## src/rtl/demux_seq.sv

```systemverilog
// Serial bit demultiplexer: routes d into one of eight registered lanes, either
// by explicit lane select or by an auto-incrementing eight-lane capture sequence.
module demux_seq (
  input  logic       clk,
  input  logic       rst,
  input  logic       d,
  input  logic [2:0] s,
  input  logic       En,
  input  logic       mode,
  input  logic       start,
  output logic [7:0] o,
  output logic [2:0] idx,
  output logic       busy,
  output logic       done,
  output logic       err
);

  typedef enum logic [1:0] {
    IDLE    = 2'd0,
    CAPTURE = 2'd1,
    DONE    = 2'd2
  } state_t;

  state_t     state_reg, state_next;
  logic [7:0] o_reg, o_next;
  logic [2:0] idx_reg, idx_next;
  logic       busy_reg, busy_next;
  logic       done_reg, done_next;
  logic       err_reg, err_next;

  logic       write_en;
  logic [2:0] write_sel;
  logic       clear_o;
  logic [7:0] lane_we;

  always_comb begin
    state_next = state_reg;
    idx_next   = idx_reg;
    err_next   = err_reg;
    write_en   = 1'b0;
    write_sel  = s;
    clear_o    = 1'b0;

    case (state_reg)
      IDLE: begin
        if (!mode) begin
          write_en = En;
        end else if (start) begin
          // The start cycle only arms the capture; its d is not stored.
          state_next = CAPTURE;
          idx_next   = 3'd0;
          clear_o    = 1'b1;
        end
      end
      CAPTURE: begin
        write_sel = idx_reg;
        if (start) begin
          err_next = 1'b1;
        end
        if (En) begin
          write_en = 1'b1;
          idx_next = idx_reg + 3'd1;
          if (idx_reg == 3'd7) begin
            state_next = DONE;
          end
        end
      end
      DONE: begin
        state_next = IDLE;
      end
      default: begin
        state_next = IDLE;
      end
    endcase

    busy_next = (state_next == CAPTURE);
    done_next = (state_next == DONE);
  end

  for (genvar gi = 0; gi < 8; gi++) begin : g_lane
    assign lane_we[gi] = write_en && (write_sel == 3'(gi));
    assign o_next[gi]  = clear_o ? 1'b0 : (lane_we[gi] ? d : o_reg[gi]);
  end

  always_ff @(posedge clk) begin
    if (rst) begin
      state_reg <= IDLE;
      o_reg     <= 8'h00;
      idx_reg   <= 3'd0;
      busy_reg  <= 1'b0;
      done_reg  <= 1'b0;
      err_reg   <= 1'b0;
    end else begin
      state_reg <= state_next;
      o_reg     <= o_next;
      idx_reg   <= idx_next;
      busy_reg  <= busy_next;
      done_reg  <= done_next;
      err_reg   <= err_next;
    end
  end

  assign o    = o_reg;
  assign idx  = idx_reg;
  assign busy = busy_reg;
  assign done = done_reg;
  assign err  = err_reg;

endmodule

```

## config.mk

```make
export PLATFORM = sky130hd
export DESIGN_NAME = demux_seq
export DESIGN_NICKNAME = d
export VERILOG_FILES = /design/src/rtl/demux_seq.sv
export SDC_FILE = /design/constraint.sdc
export NUM_CORES = 1
export LEC_CHECK = 0
export BUFFER_PORTS_ARGS = -buffer_cell sky130_fd_sc_hd__buf_2
export CORE_MARGIN = 10
export CORE_UTILIZATION = 52
export CTS_BUF_LIST = sky130_fd_sc_hd__clkbuf_8 sky130_fd_sc_hd__clkbuf_16
export CTS_CLUSTER_SIZE = 14
export DETAILED_ROUTE_END_ITERATION = 16
export MAX_ROUTING_LAYER = met4
export PLACE_DENSITY_LB_ADDON = 0.3
export SLEW_MARGIN = 20
export SYNTH_ARGS = -nofsm -noshare
export SYNTH_HDL_FRONTEND = slang
export SYNTH_SLANG_ARGS = --single-unit
```

## constraint.sdc

```tcl
create_clock -name clk -period 3.7 [get_ports clk]
set_input_delay 0.37 -clock clk [delete_from_list [all_inputs] [get_ports clk]]
set_output_delay 0.37 -clock clk [all_outputs]
set_load 0.05 [all_outputs]
```

==> results of run 1 <==
[cells by family (layout without fill, tap and decap cells)]
kind of cell / count (synthesis) / after routing / share of synthesized area
compound gates: 9 / 9 / 0.104
simple gates: 40 / 40 / 0.271
fa+ha+maj: 2 / 2 / 0.0331
mux: 10 / 10 / 0.132
buf+inv: 5 / 28 / 0.0364
flops: 16 / 16 / 0.423
[stage by stage]
step	setup WS [ns]	total power [mW]	utilization	hold slack, ns
CTS	1.80	0.357	0.683	0.375
global placement	1.92	0.231	0.652	0.443
finish	1.80	0.354	0.683	0.374
global route	1.60	0.369	0.683	0.385
floorplan	2.22	0.220	-	0.442
detailed placement	1.82	0.232	0.652	0.452
[cells in the final DEF (no fill, tap or decap), types with 2 or more instances in the layout]
cell type and count:
buf_2 22, nand2_1 18, dfxtp_1 16, nor2_1 10, mux2i_1 10, inv_1 3
clkbuf_8 3, nand2b_1 2, nor4bb_1 2, a31oi_1 2, a31o_2 2, a22oi_1 2
and3_1 2, ha_1 2
[worst max-delay path, cell delays in order, from the launching register on]
cell and delay, ns:
dfxtp_1 0.48, and4bb_2 0.30, nor2_1 0.51, nand2_1 0.33
mux2i_1 0.21
[worst paths after layout]
check | slack, ns | cells past startpoint | startpoint | endpoint
setup / recovery | 1.80 | 4 | state_reg[0] | o[5]
hold / removal | 0.37 | 2 | rst | idx[0]
setup reg to reg | 1.80 | 4 | state_reg[0] | o[5]
hold reg to reg | 0.46 | 2 | o[5] | o[5]
[final cells by class]
| class | count | area, µm² | share of cell area |
|---|---|---|---|
| clock buffer | 3 | 41.3 | 0.0453 |
| tap | 15 | 18.8 | 0.0206 |
| multi-input combinational | 61 | 409 | 0.449 |
| inverter | 3 | 11.3 | 0.0124 |
| sequential | 16 | 320 | 0.352 |
| timing repair buffer | 22 | 110 | 0.121 |
[per-layer routing]
metal,wire length (µm),part of all wire,global-route usage
met1,724,0.45,0.101
met2,761,0.47,0.166
met3,71,0.044,0.0327
met4,52,0.032,0.0805
met5,0,0,-
[where the power goes]
| group | switching (mW) | internal, mW | total (mW) | leakage (nW) |
|---|---|---|---|---|
| sequential | 0.00361 | 0.176 | 0.180 | 0.130 |
| combinational | 0.0301 | 0.0176 | 0.0477 | 0.327 |
| clock | 0.0544 | 0.0721 | 0.127 | 0.0216 |
==> flow_summary.yaml, run 1 <==
status:
  status: "finished, final reports clean"
logic_synthesis:
  async_reset_ff_frac: 0
  yosysUniqueCellTypes: 23
  ys_warn_count: 0
  synth-edff-count: 0
  synth_seq_area_share: 0.423
  synth_top_area_frac: 0.423
  synth_fp_nets: 93
  yosysMostFrequentCell: "nand2_1"
  synth_ff_type: "dfxtp_1"
  syn_area_per_cell_um2: 9.23
  synthTopCellsByCount: "nand2_1 (18), dfxtp_1 (16), mux2i_1 (10), nor2_1 (10), inv_1 (3)"
  synth.ff_latch_count: 16
  synth.largest_area_cell: "dfxtp_1"
  yosys-top-cells-area: "dfxtp_1 (42%), mux2i_1 (13%), nand2_1 (8.9%)"
  syn_inst: 82
  mappedNetlistArea_um2: 757
clock_tree:
  tritoncts: "built"
  clock_tree.htree_level_count: 1
  clock_latency_ns: 0.25
  postCtsSetupBuffers: 0
  cts_buffers: 3
  cts_root_buf: "clkbuf_8"
  cts.sinks: 16
  clkTransAtPathRegs_ns: 0.06
  ctsHoldBuffers: 0
  cts.path.max_buffers: 2
  cts-resized-gates: 0
sta:
  finalMaxSlewViolations: 0
  setup_viol: 0
  fin_crit_ns: 1.90
  finClkSkew_ns: 0.00175
  fmax_mhz: 526
  finalSetupTns_ns: 0
  hold_violations: 0
  final.period_utilization: 0.514
  max_slew_margin: 0.563
  tightest_slew_ns: 0.653
  rsz0062_at_grt: "false"
drt:
  firstDrtPassIters: 4
  routed_wl_um: 1610
  vias_per_cell: 5.32
  wl_per_cell_um: 13.4
  drt_iter0_drc: 14
  vias: 638
  drtAntennaViolNets: 0
  drc: 0
floorplan:
  core_um2: 1330
  chipWidth_um: 58.2
  die-area_um2: 3380
  dieHeight_um: 58.2
  pin_count: 23
  start_util: 0.568
  rows: 13
cells_and_area:
  largest_reg_flops: 8
  finalNonFillerCells: 120
  areaGrowthSynthToFinish_pct: 20.3
  num-fill-cells: 112
  diodes: 0
  fin_area_um2: 911
  nets: 118
  drive_above_1_share: 0.286
worst_setup_path:
  critical_path.endpoint_type: "register"
  path_max_fanout: 11
  critPathKind: "register to register"
  arrival_ns: 2.07
  worstPathRequired_ns: 3.87
  startpoint_type: "register"
place:
  dp.cells: 117
  placed_area_um2: 870
  port_buffers: 22
  gp_congestion: 0.881
  dp_hpwl_um: 1290
global_routing:
  grt_pass1_vias: 609
  grt_pass1_wl_um: 2640
  grt_max_degree: 12
  grtUsageTotal: 0.103
  grt_overflow: 0
  antenna_found_initial: 0
power_and_ir_drop:
  p_per_area_nw_per_um2: 389
  p_leak_nw: 0.478
  ir_drop_mv: 0.359
flow_run:
  cap_violations: 0
worst_hold_path:
  worstHoldPathType: "input port to register"
(Power assumes the default switching activity.)
==> run 2, diff against run 1 <==
- CORE_UTILIZATION: 52 -> 48
- clock period: 3.7 -> 1.8 ns (I/O delays scaled with it)
==> run 2 against run 1 <==
Against the previous run:
- clock power up 100%
- via count up 0.16%
- sequential power up 110%
- register-to-register slack worse by 1.4 ns
- final cell count up 1.7%
- first-iteration DRC count up 14%
- critical path depth unchanged
- worst hold slack worse by 0.17 ns
- utilization down 7.2 points
- clock skew about the same
- cell area up 0.96%
- largest cell class unchanged
- highest routed layer unchanged
==> flow_summary.yaml, run 2 (synthesis gave the netlist of run 1 again) <==
floorplan:
  dieHeight_um: 59.7
  start_util: 0.502
  die-area_um2: 3570
  chipWidth_um: 59.7
  core_um2: 1510
  pin_count: 23
  rows: 14
drt:
  routed_wl_um: 1580
  vias: 639
  route.met2.wl_um: 706
  vias_per_cell: 5.24
  wl_met3_um: 97
  drt_iter0_drc: 16
  drtAntennaViolNets: 0
  wl_per_cell_um: 12.9
  maxUsedRoutingLayer: "met4"
  drc: 0
  met1_length_um: 757
  firstDrtPassIters: 4
worst_hold_path:
  worstHoldPathType: "input port to register"
flow_run:
  cap_violations: 0
worst_setup_path:
  startpoint_type: "register"
  critPathKind: "register to register"
  critical_path.endpoint_type: "register"
  path_max_fanout: 10
  r2r_slack_ns: 0.39
  arrival_ns: 1.58
  worstPathCellList: "or3b_4, a21boi_4, and2b_1, mux2i_1"
  max_stage_delay_ns: 0.43
  worstPathRequired_ns: 1.97
  critPathBufInv: 0
  crit_family: "simple AND/OR/NAND/NOR gates"
  slowest_stage: "or3b_4"
sta:
  setup_viol: 0
  rsz0062_at_grt: "false"
  tightest_slew_ns: 0.288
  fin_crit_ns: 1.41
  finClkSkew_ns: 0.00147
  max_slew_margin: 0.805
  finalMaxSlewViolations: 0
  finalSetupTns_ns: 0
  final.period_utilization: 0.784
  hold_violations: 0
  fmax_mhz: 709
power_and_ir_drop:
  p_per_area_nw_per_um2: 790
  p_leak_nw: 0.483
  ir_drop_mv: 0.440
cells_and_area:
  num-fill-cells: 132
  largest_reg_flops: 8
  diodes: 0
  mostFrequentLayoutCells: "buf_2 (22), nand2_1 (18), dfxtp_1 (16), nor2_1 (10), mux2i_1 (10)"
  fin_util: 0.610
  areaGrowthSynthToFinish_pct: 21.5
  final_common_cell: "buf_2"
  drive_above_1_share: 0.292
  nets: 119
global_routing:
  grt_pass1_vias: 595
  grt_overflow: 0
  grtUsageTotal: 0.0911
  grt_max_degree: 11
  grt_pass1_wl_um: 2540
  antenna_found_initial: 0
clock_tree:
  clkTransAtPathRegs_ns: 0.06
  clock_latency_ns: 0.24
  cts_buffers: 3
  tritoncts: "built"
  postCtsSetupBuffers: 0
  clock_tree.htree_level_count: 1
  cts.sinks: 16
  cts.path.max_buffers: 2
  cts_root_buf: "clkbuf_8"
  ctsHoldBuffers: 0
  cts-resized-gates: 0
place:
  gp_congestion: 0.787
  dp_hpwl_um: 1270
  port_buffers: 22
status:
  status: "finished, final reports clean"
## run 2: path summary, 6_finish.rpt
| path | start | to | depth (start not counted) |
|---|---|---|---|
| max | state_reg[0] | o[5] | 4 |
| min | rst | idx[0] | 2 |
| max reg2reg | state_reg[0] | o[5] | 4 |
| min reg2reg | o[7] | o[7] | 2 |
## run 2: worst register-to-register path, cell delays in order, from the launching register on
cell	delay, ns
dfxtp_1	0.39
or3b_4	0.44
a21boi_4	0.19
and2b_1	0.16
mux2i_1	0.17
## run 2: area by class of cell
| type | instances | area [µm²] | area share |
|---|---|---|---|
| clock buffers | 3 | 41.3 | 0.0449 |
| inverters | 3 | 11.3 | 0.0122 |
| multi-input cells | 61 | 409 | 0.445 |
| flip-flops and latches | 16 | 320 | 0.348 |
| well taps | 16 | 20.0 | 0.0218 |
| repair buffers | 23 | 118 | 0.128 |
## run 2: layer usage
metal / vias to the layer above / track usage
li1: 330 / -
met4: 0 / 0.0385
met3: 2 / 0.0318
met1: 289 / 0.106
met2: 18 / 0.138
met5: - / -
## run 2: stage by stage
stage,instance area (µm²),worst slack (ns),instances,power [mW],hold WS (ns)
2_1_floorplan,757,0.319,82,0.452,0.252
3_3_place_gp,878,0.450,119,0.477,0.444
3_5_place_dp,878,0.401,119,0.478,0.454
4_1_cts,920,0.370,122,0.730,0.203
5_1_grt,920,0.265,122,0.754,0.211
6_report,920,0.389,122,0.727,0.202
## run 2: report_power, final
part	internal (mW)	switching, mW	total [mW]
registers	0.362	0.00745	0.370
clock network	0.148	0.109	0.257
logic	0.0381	0.0621	0.100
